===== src/rtl/serial_alu_multiword_if.sv =====
// Bus between the sequencer (master) and the serial ALU (slave).
// Carries the start/ready handshake, op fields, the digit path and the status flags.
interface serial_alu_multiword_if #(
   parameter int LOG2_NR   = 3,
   parameter int REG_BITS  = 8,
   parameter int NSHIFT    = 2,
   parameter int MAX_WORDS = 4
);
   localparam int NWW = (MAX_WORDS > 1) ? $clog2(MAX_WORDS) : 1;
   localparam int DW  = $clog2(MAX_WORDS * REG_BITS / NSHIFT);

   logic               start;
   logic               ready;
   logic [3:0]         op;
   logic [LOG2_NR-1:0] reg1;
   logic [LOG2_NR-1:0] reg2;
   logic [NWW-1:0]     num_words;
   logic               ext_arg2;
   logic [NSHIFT-1:0]  data_in;
   logic [NSHIFT-1:0]  data_out;
   logic               data_valid;
   logic               done;
   logic [DW-1:0]      digit_idx;
   logic               flag_c;
   logic               flag_v;
   logic               flag_s;
   logic               flag_z;

   modport master (
      output start, op, reg1, reg2, num_words, ext_arg2, data_in,
      input  ready, data_out, data_valid, done, digit_idx,
      input  flag_c, flag_v, flag_s, flag_z
   );

   modport slave (
      input  start, op, reg1, reg2, num_words, ext_arg2, data_in,
      output ready, data_out, data_valid, done, digit_idx,
      output flag_c, flag_v, flag_s, flag_z
   );
endinterface


===== src/rtl/serial_alu_multiword.sv =====
// Digit-serial ALU with scan register file; NSHIFT bits/cycle, LSB first, 1..MAX_WORDS words.
// Ports: clk, reset_n (async active-low), bus (slave: handshake, op fields, digit path, flags).
module serial_alu_multiword #(
   parameter int LOG2_NR   = 3,
   parameter int REG_BITS  = 8,
   parameter int NSHIFT    = 2,
   parameter int MAX_WORDS = 4
) (
   input logic                  clk,
   input logic                  reset_n,
   serial_alu_multiword_if.slave bus
);
   localparam int NR  = 2 ** LOG2_NR;
   localparam int D   = REG_BITS / NSHIFT;
   localparam int LD  = $clog2(D);
   localparam int NWW = (MAX_WORDS > 1) ? $clog2(MAX_WORDS) : 1;
   localparam int CW  = $clog2(MAX_WORDS * D);

   localparam logic [3:0] OP_ADD  = 4'd0;
   localparam logic [3:0] OP_SUB  = 4'd1;
   localparam logic [3:0] OP_ADC  = 4'd2;
   localparam logic [3:0] OP_SBC  = 4'd3;
   localparam logic [3:0] OP_AND  = 4'd4;
   localparam logic [3:0] OP_OR   = 4'd5;
   localparam logic [3:0] OP_XOR  = 4'd6;
   localparam logic [3:0] OP_MOV  = 4'd7;
   localparam logic [3:0] OP_CMP  = 4'd8;
   localparam logic [3:0] OP_TEST = 4'd9;

   typedef enum logic {S_IDLE, S_RUN} state_t;

   state_t              r_state;
   state_t              w_state_nx;
   logic [CW-1:0]       r_cnt;
   logic [3:0]          r_op;
   logic [LOG2_NR-1:0]  r_reg1;
   logic [LOG2_NR-1:0]  r_reg2;
   logic [NWW-1:0]      r_nw;
   logic                r_ext;
   logic                r_carry;
   logic                r_zacc;
   logic [REG_BITS-1:0] r_rf [NR];
   logic                r_fc, r_fv, r_fs, r_fz;

   logic                w_run, w_last, w_ready, w_accept;
   logic [NWW-1:0]      w_word;
   logic [LOG2_NR-1:0]  w_dst, w_src;
   logic [NSHIFT-1:0]   w_a, w_rs, w_b, w_bx, w_res;
   logic                w_sub, w_arith, w_logic, w_wr, w_cin;
   logic [NSHIFT:0]     w_sum;
   logic                w_cout, w_cmsb, w_ovf, w_zall;

   assign w_run    = (r_state == S_RUN);
   assign w_word   = r_cnt[CW-1:LD];
   assign w_last   = w_run && (w_word == r_nw)
                   && (r_cnt[LD-1:0] == LD'(D - 1));
   assign w_ready  = !w_run || w_last;
   assign w_accept = bus.start && w_ready;

   // Word w of the op addresses reg1+w / reg2+w, wrapping mod NR.
   assign w_dst = r_reg1 + LOG2_NR'(w_word);
   assign w_src = r_reg2 + LOG2_NR'(w_word);
   assign w_a   = r_rf[w_dst][NSHIFT-1:0];
   assign w_rs  = r_rf[w_src][NSHIFT-1:0];
   assign w_b   = r_ext ? bus.data_in : w_rs;

   assign w_sub   = (r_op == OP_SUB) || (r_op == OP_SBC) || (r_op == OP_CMP);
   assign w_arith = (r_op <= OP_SBC) || (r_op == OP_CMP);
   assign w_logic = ((r_op >= OP_AND) && (r_op <= OP_MOV)) || (r_op == OP_TEST);
   assign w_wr    = (r_op <= OP_MOV);

   always_comb begin
      w_cin = r_carry;
      if (r_cnt == '0) begin
         unique case (1'b1)
            (r_op == OP_SUB) || (r_op == OP_CMP): w_cin = 1'b1;
            (r_op == OP_ADC) || (r_op == OP_SBC): w_cin = r_fc;
            default:                              w_cin = 1'b0;
         endcase
      end
   end

   assign w_bx   = w_b ^ {NSHIFT{w_sub}};
   assign w_sum  = {1'b0, w_a} + {1'b0, w_bx} + {{NSHIFT{1'b0}}, w_cin};
   assign w_cout = w_sum[NSHIFT];
   // Carry into the digit MSB recovered from the sum bit; V = cin(msb) ^ cout(msb).
   assign w_cmsb = w_a[NSHIFT-1] ^ w_bx[NSHIFT-1] ^ w_sum[NSHIFT-1];
   assign w_ovf  = w_cout ^ w_cmsb;

   always_comb begin
      w_res = w_a;
      unique case (1'b1)
         w_arith:                                w_res = w_sum[NSHIFT-1:0];
         (r_op == OP_AND) || (r_op == OP_TEST):  w_res = w_a & w_b;
         (r_op == OP_OR):                        w_res = w_a | w_b;
         (r_op == OP_XOR):                       w_res = w_a ^ w_b;
         (r_op == OP_MOV):                       w_res = w_b;
         default:                                w_res = w_a;
      endcase
   end

   assign w_zall = ((r_cnt == '0) ? 1'b1 : r_zacc) && (w_res == '0);

   always_ff @(posedge clk or negedge reset_n) begin
      if (!reset_n) r_state <= S_IDLE;
      else          r_state <= w_state_nx;
   end

   always_comb begin
      w_state_nx = r_state;
      unique case (r_state)
         S_IDLE:  if (bus.start) w_state_nx = S_RUN;
         S_RUN:   if (w_last && !bus.start) w_state_nx = S_IDLE;
         default: w_state_nx = S_IDLE;
      endcase
   end

   always_comb begin
      bus.ready      = w_ready;
      bus.done       = w_last;
      bus.data_valid = w_run;
      bus.data_out   = w_run ? w_res : '0;
   end

   assign bus.digit_idx = r_cnt;
   assign bus.flag_c    = r_fc;
   assign bus.flag_v    = r_fv;
   assign bus.flag_s    = r_fs;
   assign bus.flag_z    = r_fz;

   always_ff @(posedge clk or negedge reset_n) begin
      if (!reset_n) begin
         r_cnt   <= '0;
         r_op    <= '0;
         r_reg1  <= '0;
         r_reg2  <= '0;
         r_nw    <= '0;
         r_ext   <= 1'b0;
         r_carry <= 1'b0;
         r_zacc  <= 1'b0;
         r_fc    <= 1'b0;
         r_fv    <= 1'b0;
         r_fs    <= 1'b0;
         r_fz    <= 1'b0;
         for (int i = 0; i < NR; i++) r_rf[i] <= '0;
      end else begin
         if (w_accept) begin
            r_op   <= bus.op;
            r_reg1 <= bus.reg1;
            r_reg2 <= bus.reg2;
            r_nw   <= bus.num_words;
            r_ext  <= bus.ext_arg2;
         end
         if (w_run) begin
            r_carry <= w_cout;
            r_zacc  <= w_zall;
            r_cnt   <= w_last ? '0 : r_cnt + 1'b1;
            // Source rotates; the dest write below wins when reg1==reg2.
            if (!r_ext)
               r_rf[w_src] <= {w_rs, r_rf[w_src][REG_BITS-1:NSHIFT]};
            r_rf[w_dst] <= {(w_wr ? w_res : w_a), r_rf[w_dst][REG_BITS-1:NSHIFT]};
            if (w_last) begin
               if (w_arith) begin
                  r_fc <= w_cout;
                  r_fv <= w_ovf;
                  r_fs <= w_res[NSHIFT-1];
                  r_fz <= w_zall;
               end else if (w_logic) begin
                  r_fv <= 1'b0;
                  r_fs <= w_res[NSHIFT-1];
                  r_fz <= w_zall;
               end
            end
         end
      end
   end
endmodule


===== src/flat_wrapper.sv =====
// flat-port wrapper written by rule: the top's interface ports become plain ports
module serial_alu_multiword_flat 
#(
   parameter int LOG2_NR   = 3,
   parameter int REG_BITS  = 8,
   parameter int NSHIFT    = 2,
   parameter int MAX_WORDS = 4
)
  (clk, reset_n, bus_start, bus_op, bus_reg1, bus_reg2, bus_num_words, bus_ext_arg2, bus_data_in, bus_ready, bus_data_out, bus_data_valid, bus_done, bus_digit_idx, bus_flag_c, bus_flag_v, bus_flag_s, bus_flag_z);
  serial_alu_multiword_if #(.LOG2_NR(LOG2_NR), .REG_BITS(REG_BITS), .NSHIFT(NSHIFT), .MAX_WORDS(MAX_WORDS)) bus_i ();
  input logic clk;
  input logic reset_n;
  input wire logic [$bits(bus_i.start)-1:0] bus_start;
  input wire logic [$bits(bus_i.op)-1:0] bus_op;
  input wire logic [$bits(bus_i.reg1)-1:0] bus_reg1;
  input wire logic [$bits(bus_i.reg2)-1:0] bus_reg2;
  input wire logic [$bits(bus_i.num_words)-1:0] bus_num_words;
  input wire logic [$bits(bus_i.ext_arg2)-1:0] bus_ext_arg2;
  input wire logic [$bits(bus_i.data_in)-1:0] bus_data_in;
  output wire logic [$bits(bus_i.ready)-1:0] bus_ready;
  output wire logic [$bits(bus_i.data_out)-1:0] bus_data_out;
  output wire logic [$bits(bus_i.data_valid)-1:0] bus_data_valid;
  output wire logic [$bits(bus_i.done)-1:0] bus_done;
  output wire logic [$bits(bus_i.digit_idx)-1:0] bus_digit_idx;
  output wire logic [$bits(bus_i.flag_c)-1:0] bus_flag_c;
  output wire logic [$bits(bus_i.flag_v)-1:0] bus_flag_v;
  output wire logic [$bits(bus_i.flag_s)-1:0] bus_flag_s;
  output wire logic [$bits(bus_i.flag_z)-1:0] bus_flag_z;
  assign bus_i.start = bus_start;
  assign bus_i.op = bus_op;
  assign bus_i.reg1 = bus_reg1;
  assign bus_i.reg2 = bus_reg2;
  assign bus_i.num_words = bus_num_words;
  assign bus_i.ext_arg2 = bus_ext_arg2;
  assign bus_i.data_in = bus_data_in;
  assign bus_ready = bus_i.ready;
  assign bus_data_out = bus_i.data_out;
  assign bus_data_valid = bus_i.data_valid;
  assign bus_done = bus_i.done;
  assign bus_digit_idx = bus_i.digit_idx;
  assign bus_flag_c = bus_i.flag_c;
  assign bus_flag_v = bus_i.flag_v;
  assign bus_flag_s = bus_i.flag_s;
  assign bus_flag_z = bus_i.flag_z;
  serial_alu_multiword #(.LOG2_NR(LOG2_NR), .REG_BITS(REG_BITS), .NSHIFT(NSHIFT), .MAX_WORDS(MAX_WORDS)) u_core (.clk(clk), .reset_n(reset_n), .bus(bus_i));
endmodule

===== config.mk =====
export PLATFORM = sky130hd
export DESIGN_NAME = serial_alu_multiword_flat
export DESIGN_NICKNAME = d
export VERILOG_FILES = /design/src/rtl/serial_alu_multiword_if.sv /design/src/rtl/serial_alu_multiword.sv /design/src/flat_wrapper.sv
export SDC_FILE = /design/constraint.sdc
export NUM_CORES = 1
export LEC_CHECK = 0
export CORE_UTILIZATION = 60
export DETAILED_ROUTE_END_ITERATION = 8
export PLACE_DENSITY = 0.84
export SLEW_MARGIN = 0
export SYNTH_ARGS = -nofsm -noshare
export SYNTH_HDL_FRONTEND = slang
export SYNTH_SLANG_ARGS = --single-unit

===== constraint.sdc =====
create_clock -name clk -period 6.2 [get_ports clk]
set_input_delay 0.62 -clock clk [delete_from_list [all_inputs] [get_ports clk]]
set_output_delay 0.62 -clock clk [all_outputs]
set_load 0.005 [all_outputs]

==> results.md, run 1 <==
• outcome: finished, final reports clean
• overall die height: 95.9 microns
• max-capacitance violation count: 0
• non-filler cells, final: 666
• post-synthesis average cell area: 9.83 sq um
• remaining antenna violation count: 0
• number of enable-type register cells in the synthesized netlist: 0
• clk sink count: 88
• CTS tree: built
• number of inserted diodes: 0
• unrepaired setup endpoints after global routing: no
• endpoint arrival time on the critical path: 5.15 ns
• Filler Cells Inserted: 634
• post-cts sizing count: 0
• worst-case headroom to the max-slew limit: 10.8%
• crit path kind: flop to output pin
• Starting Density: 63.1%
• fmax: 173 MHz
• hold buffer count at CTS: 0
• number of ports placed on the die boundary: 31
• CP Capture Type: output pin
• max-slew violations: 0
• Register Area: 2200 sq um
• post-route DRC violation count: 0
• worst-path fanout max: 10
• total wire length after detailed routing: 14.8 mm
• setup clock skew after layout: 0.0105 ns
• Core Footprint: 8380 sq um
• drt first pass iters: 5
• number of CTS-inserted buffers: 9
• Synth async-reset ratio: 100%
• final worst-path cycle share: 93.1%
• largest net degree at the start of global routing: 89
• overflow left after global routing: 0
• number of standard-cell rows in the floorplan: 33
• sequential cell area fraction in the yosys report: 41.6%
• type of element launching the critical path: flop
• number of setup buffers added after CTS: 0
• synthesized flop and latch total: 88
• number of global-route vias before repair: 4,346
• measured slew at the worst slew-check pin: 1.30 ns
• floorplan die area: 9190 sq um
• Crit path required time: 5.58 ns
• CTS clock-pin slew for the worst setup and hold paths: 0.09 ns
• Synth warnings: 0
• number of distinct library cells after synthesis: 58
• insertion delay to the later sink of the worst-skew pair: 0.36 ns
• post-synth net total: 569
• share of layout cells above drive strength 1: 9.98%
• drt wl/cell: 22.3 microns
• weighted congestion reported at the end of routability-driven placement: 0.951
• number of cells in the design after placement: 650
• Final Hold Fails: 0
• final setup fails: 0
• routed via count: 4,570
• Hold/Removal Path Class: input pin to async pin
• via/cell ratio: 6.86
• CTS Root Buffer Type: sky130_fd_sc_hd__clkbuf_8
• slack of the worst reg-to-reg path: 0.95 ns
• overall track demand over capacity in global routing: 34.7%
• setup tns final: 0 ns
• number of antenna violations at the first check in global routing: 0
• level count of the clock H-tree: 3
• commonest cells after routing, fill and taps aside: sky130_fd_sc_hd__dfrtp_1, sky130_fd_sc_hd__nand2_1, sky130_fd_sc_hd__o21ai_0, sky130_fd_sc_hd__nor2_1, sky130_fd_sc_hd__clkdlybuf4s50_1
• Detailed Place HPWL: 10.1 mm
• Port Buf Inserts: 30
• Clock Tree Buf Depth: 2
• first-pass GRT wire length: 23.3 mm
• post-synthesis cell count: 538
• violation count after the first detailed-routing iteration: 498
• die extent in x: 95.9 microns
• Top FF cell, synth: sky130_fd_sc_hd__dfrtp_1
• number of nets in the finished design: 587
• Area Overhead vs Synth: 10.6%
• area taken by multi-input logic gates: 2850 sq um
• Netlist Area Pre-Place: 5290 sq um
• most frequent standard cell in the layout excluding fill and tap cells: sky130_fd_sc_hd__dfrtp_1
• min cycle time layout: 5.77 ns
-- logic make-up (layout without fill, tap and decap cells) --
group | after synthesis | after routing | share of synthesized area (%)
adders and majority gates | 13 | 13 | 3.64
muxes | 51 | 51 | 14.1
buffers and inverters | 53 | 76 | 4.76
and+or+nand+nor | 171 | 171 | 15.0
DFF | 88 | 88 | 41.6
AOI/OAI and AO/OA | 149 | 149 | 18.6
xor gates and xnor gates | 13 | 13 | 2.30
-- per-layer routing --
layer  vias up  part of all wire [%]  track usage [%]
li1       2017                     -                -
met5         -                     0                0
met2       310                    44             49.9
met1      2179                    40             47.8
met3        64                    11             9.87
met4         0                   4.3             18.2
-- final timing paths --
path | start | endpoint | cells after the start
min in group clk | u_core.bus.flag_s | u_core.bus.flag_s | 2
max in group asynchronous | reset_n | u_core.r_rf[29] | 1
hold reg to reg | u_core.bus.flag_s | u_core.bus.flag_s | 2
setup / recovery | u_core.bus.digit_idx[2] | bus_data_out[1] | 16
setup reg to reg | u_core.bus.digit_idx[2] | u_core.r_rf[7] | 16
hold / removal | reset_n | u_core.r_rf[43] | 1
-- stage by stage --
step	hold slack (ns)	util, %	worst slack [ns]	area (sq um)
floorplan	0.324	-	1.54	5290
global placement	0.461	66.8	0.875	5600
detailed placement	0.489	66.8	0.697	5600
CTS	0.507	69.6	0.273	5840
global route	0.521	69.8	0.114	5850
finish	0.453	69.8	0.426	5850
-- state kept, by name, indices dropped and copies added, names as in the netlist --
| signal | flops |
|---|---|
| u_core.r_zacc | 1 |
| u_core.r_op | 4 |
| u_core.bus.data_valid | 1 |
| u_core.bus.flag_s | 1 |
| u_core.bus.flag_z | 1 |
| u_core.bus.flag_c | 1 |
| u_core.r_ext | 1 |
| u_core.bus.digit_idx | 4 |
| u_core.bus.flag_v | 1 |
| u_core.r_rf | 64 |
| u_core.r_reg1 | 3 |
| u_core.r_reg2 | 3 |
| u_core.r_carry | 1 |
| u_core.r_nw | 2 |
-- cell usage after synthesis (all sizes together), types with 8 or more instances --
master,instances,area [sq um]
a21oi,26,130
a221o,8,80.1
a22o,8,70.1
a32oi,17,149
buf,20,116
clkbuf,9,45.0
dfrtp,88,2200
ha,9,113
inv,24,90.1
mux2,19,214
mux2i,17,170
mux4,15,360
nand2,73,274
nor2,43,161
nor3,17,85.1
nor4,11,83.8
o21ai,64,320
-- cell type report --
type	count	share of cell area (%)
clock buffer	11	2.25
timing repair buffer	36	5.86
tap	105	2.25
multi-input combinational	397	48.7
clock inverter	5	1.80
inverter	24	1.54
sequential	88	37.7
-- worst max-delay path, cell delays in order, from the launching register on --
cell	delay, ns
sky130_fd_sc_hd__dfrtp_1	0.49
sky130_fd_sc_hd__ha_1	0.19
sky130_fd_sc_hd__inv_1	0.05
sky130_fd_sc_hd__fa_1	0.50
sky130_fd_sc_hd__xnor2_4	0.40
sky130_fd_sc_hd__mux4_1	0.38
sky130_fd_sc_hd__nand2_1	0.09
sky130_fd_sc_hd__o21ai_1	0.12
sky130_fd_sc_hd__mux2i_1	0.30
sky130_fd_sc_hd__xor2_1	0.14
sky130_fd_sc_hd__fa_1	0.44
sky130_fd_sc_hd__inv_1	0.07
sky130_fd_sc_hd__fa_1	0.46
sky130_fd_sc_hd__a211o_2	0.37
sky130_fd_sc_hd__nor3_1	0.25
sky130_fd_sc_hd__nor3_1	0.09
sky130_fd_sc_hd__clkdlybuf4s50_1	0.45
Power of run 1 is left out: the tool's default activity adds up to more than one toggle a clock period on the data nets, which glitch-free logic cannot reach.
==> run 2, diff against run 1 <==
--- a/config.mk
+++ b/config.mk
@@ -5,7 +5,9 @@
 export SDC_FILE = /design/constraint.sdc
 export NUM_CORES = 1
 export LEC_CHECK = 0
+export CORE_ASPECT_RATIO = 2
 export CORE_UTILIZATION = 60
+export CTS_CLUSTER_SIZE = 24
 export DETAILED_ROUTE_END_ITERATION = 8
 export PLACE_DENSITY = 0.84
 export SLEW_MARGIN = 0
==> results.md, run 2 (synthesis results as in run 1) <==
• post-cts sizing count: 0, unchanged
• Port Buf Inserts: 30, unchanged
• most frequent standard cell in the layout excluding fill and tap cells: sky130_fd_sc_hd__dfrtp_1
• final worst-path cycle share: 92.4%, -0.69 points
• endpoint arrival time on the critical path: 5.11 ns, -0.04 ns
• worst-case headroom to the max-slew limit: 14.8%, +4.0 points
• highest layer used for signal routing: met4
• number of setup buffers added after CTS: 0, unchanged
• critical-path cell with the highest stage delay: sky130_fd_sc_hd__ha_1
• cell-by-cell listing of the critical path: ha_1 > buf_4 > mux4_2 > nand2_1 > o21ai_1 > mux2i_1 > xnor2_1 > fa_1 > a211o_2 > nor3_1 > nor3_1 > clkdlybuf4s50_1
• register bank with the most flops: u_core.r_rf
• die extent in x: 68.4 microns, -29%
• level count of the clock H-tree: 3, unchanged
• first-pass GRT wire length: 25.4 mm, +8.7%
• DR WL met3: 1.26 mm, -26%
• Starting Density: 61.6%, -1.5 points
• setup clock skew after layout: 0.00723 ns, -0.00322 ns
• Hold/Removal Path Class: input pin to async pin
• final setup fails: 0, unchanged
• Final Hold Fails: 0, unchanged
• remaining antenna violation count: 0, unchanged
• Detailed Place HPWL: 11.5 mm, +14%
• hold buffer count at CTS: 0, unchanged
• weighted congestion reported at the end of routability-driven placement: 1.01, +6.1%
• biggest cell delay along the critical path: 0.67 ns, +0.17 ns
• largest net degree at the start of global routing: 50, -44%
• violation count after the first detailed-routing iteration: 352, -29%
• CTS tree: built
• CTS Root Buffer Type: sky130_fd_sc_hd__clkbuf_16
• unrepaired setup endpoints after global routing: no
• number of CTS-inserted buffers: 9, unchanged
• number of cells in the design after placement: 648, -0.31%
• clk sink count: 88, unchanged
• Crit path required time: 5.58 ns, about the same
• max-capacitance violation count: 0, unchanged
• CTS clock-pin slew for the worst setup and hold paths: 0.06 ns, -0.03 ns
• overall track demand over capacity in global routing: 39.0%, +4.3 points
• fmax: 174 MHz, +0.75%
• number of antenna violations at the first check in global routing: 0, unchanged
• number of nets in the finished design: 590, +0.51%
• worst-path fanout max: 16, +6
• max-slew violations: 0, unchanged
• outcome: finished, final reports clean
• number of global-route vias before repair: 4,648, +6.9%
• Final Util: 69.1%, -0.72 points
• wire length on met1: 5.29 mm, -11%
• drt first pass iters: 5, unchanged
• number of standard-cell rows in the floorplan: 48, +45%
• measured slew at the worst slew-check pin: 1.27 ns, -0.0330 ns
• number of ports placed on the die boundary: 31, unchanged
• floorplan die area: 9210 sq um, +0.25%
• crit path kind: flop to output pin
• setup tns final: 0 ns, unchanged
• share of layout cells above drive strength 1: 10.5%, +0.48 points
• most prevalent standard cell on the critical path: sky130_fd_sc_hd__nor3_1
• routed length on met2: 8.08 mm, +23%
• overall die height: 135 microns, +41%
• overflow left after global routing: 0, unchanged
• non-filler cells, final: 664, -0.30%
• Clock Tree Buf Depth: 2, unchanged
• type of element launching the critical path: flop
• drt wl/cell: 24.1 microns, +8.2%
• Filler Cells Inserted: 655, +3.3%
• via/cell ratio: 6.92, +0.81%
• Hold WS: 0.233 ns, -0.219 ns
• Core Footprint: 8590 sq um, +2.5%
• min cycle time layout: 5.73 ns, -0.0429 ns
• commonest cells after routing, fill and taps aside: sky130_fd_sc_hd__dfrtp_1, sky130_fd_sc_hd__nand2_1, sky130_fd_sc_hd__o21ai_0, sky130_fd_sc_hd__nor2_1, sky130_fd_sc_hd__clkdlybuf4s50_1
• total wire length after detailed routing: 16.0 mm, +7.9%
• Area Overhead vs Synth: 12.2%
• CP Capture Type: output pin
• max reg flops: 64, unchanged
• routed via count: 4,593, +0.50%
• post-route DRC violation count: 0, unchanged
• number of inserted diodes: 0, unchanged
• insertion delay to the later sink of the worst-skew pair: 0.35 ns, about the same
-- run 2: layer usage --
layer  global-route usage, %  vias up
met1                    42.1     2209
met4                    31.3        0
met3                    11.6       80
met5                       0        -
met2                    60.8      277
li1                        -     2027
-- run 2: path summary, 6_finish.rpt --
check,from,endpoint,slack [ns],cells after the start
setup / recovery,u_core.bus.digit_idx[2],bus_data_out[1],0.47,12
hold / removal,reset_n,u_core.bus.flag_v,0.23,1
setup reg to reg,u_core.bus.digit_idx[2],u_core.r_rf[47],1.06,12
hold reg to reg,u_core.bus.flag_s,u_core.bus.flag_s,0.49,2
max in group asynchronous,reset_n,u_core.r_rf[31],4.97,2
min in group clk,u_core.bus.flag_s,u_core.bus.flag_s,0.49,2
-- run 2: critical path: cells and delay by family (launching register included) --
| kind | cells | cell delay, ns |
|---|---|---|
| AND/OR/NAND/NOR | 3 | 0.44 |
| buffers and inverters | 2 | 0.83 |
| AO/OA/AOI/OAI | 2 | 0.45 |
| multiplexers | 2 | 1.14 |
| XOR/XNOR | 1 | 0.23 |
| flip-flops | 1 | 0.46 |
| adder cells (fa/ha/maj) | 2 | 1.19 |
-- run 2: per-stage QoR --
| stage | setup slack (ns) | cell area [sq um] |
|---|---|---|
| 2_1_floorplan | 1.54 | 5290 |
| 6_report | 0.469 | 5930 |
| 5_1_grt | 0.205 | 5930 |
| 3_3_place_gp | 1.04 | 5620 |
| 4_1_cts | 0.514 | 5930 |
| 3_5_place_dp | 0.895 | 5620 |
-- run 2: area by class of cell --
cell class	instances	area [sq um]	share of cell area, %
multi-input combinational	397	2830	47.8
clock inverter	5	81.3	1.37
clock buffer	11	233	3.92
timing repair buffer	39	365	6.16
tap	100	125	2.11
inverter	24	90.1	1.52
sequential	88	2200	37.1
Power of run 2 is left out for the same reason.
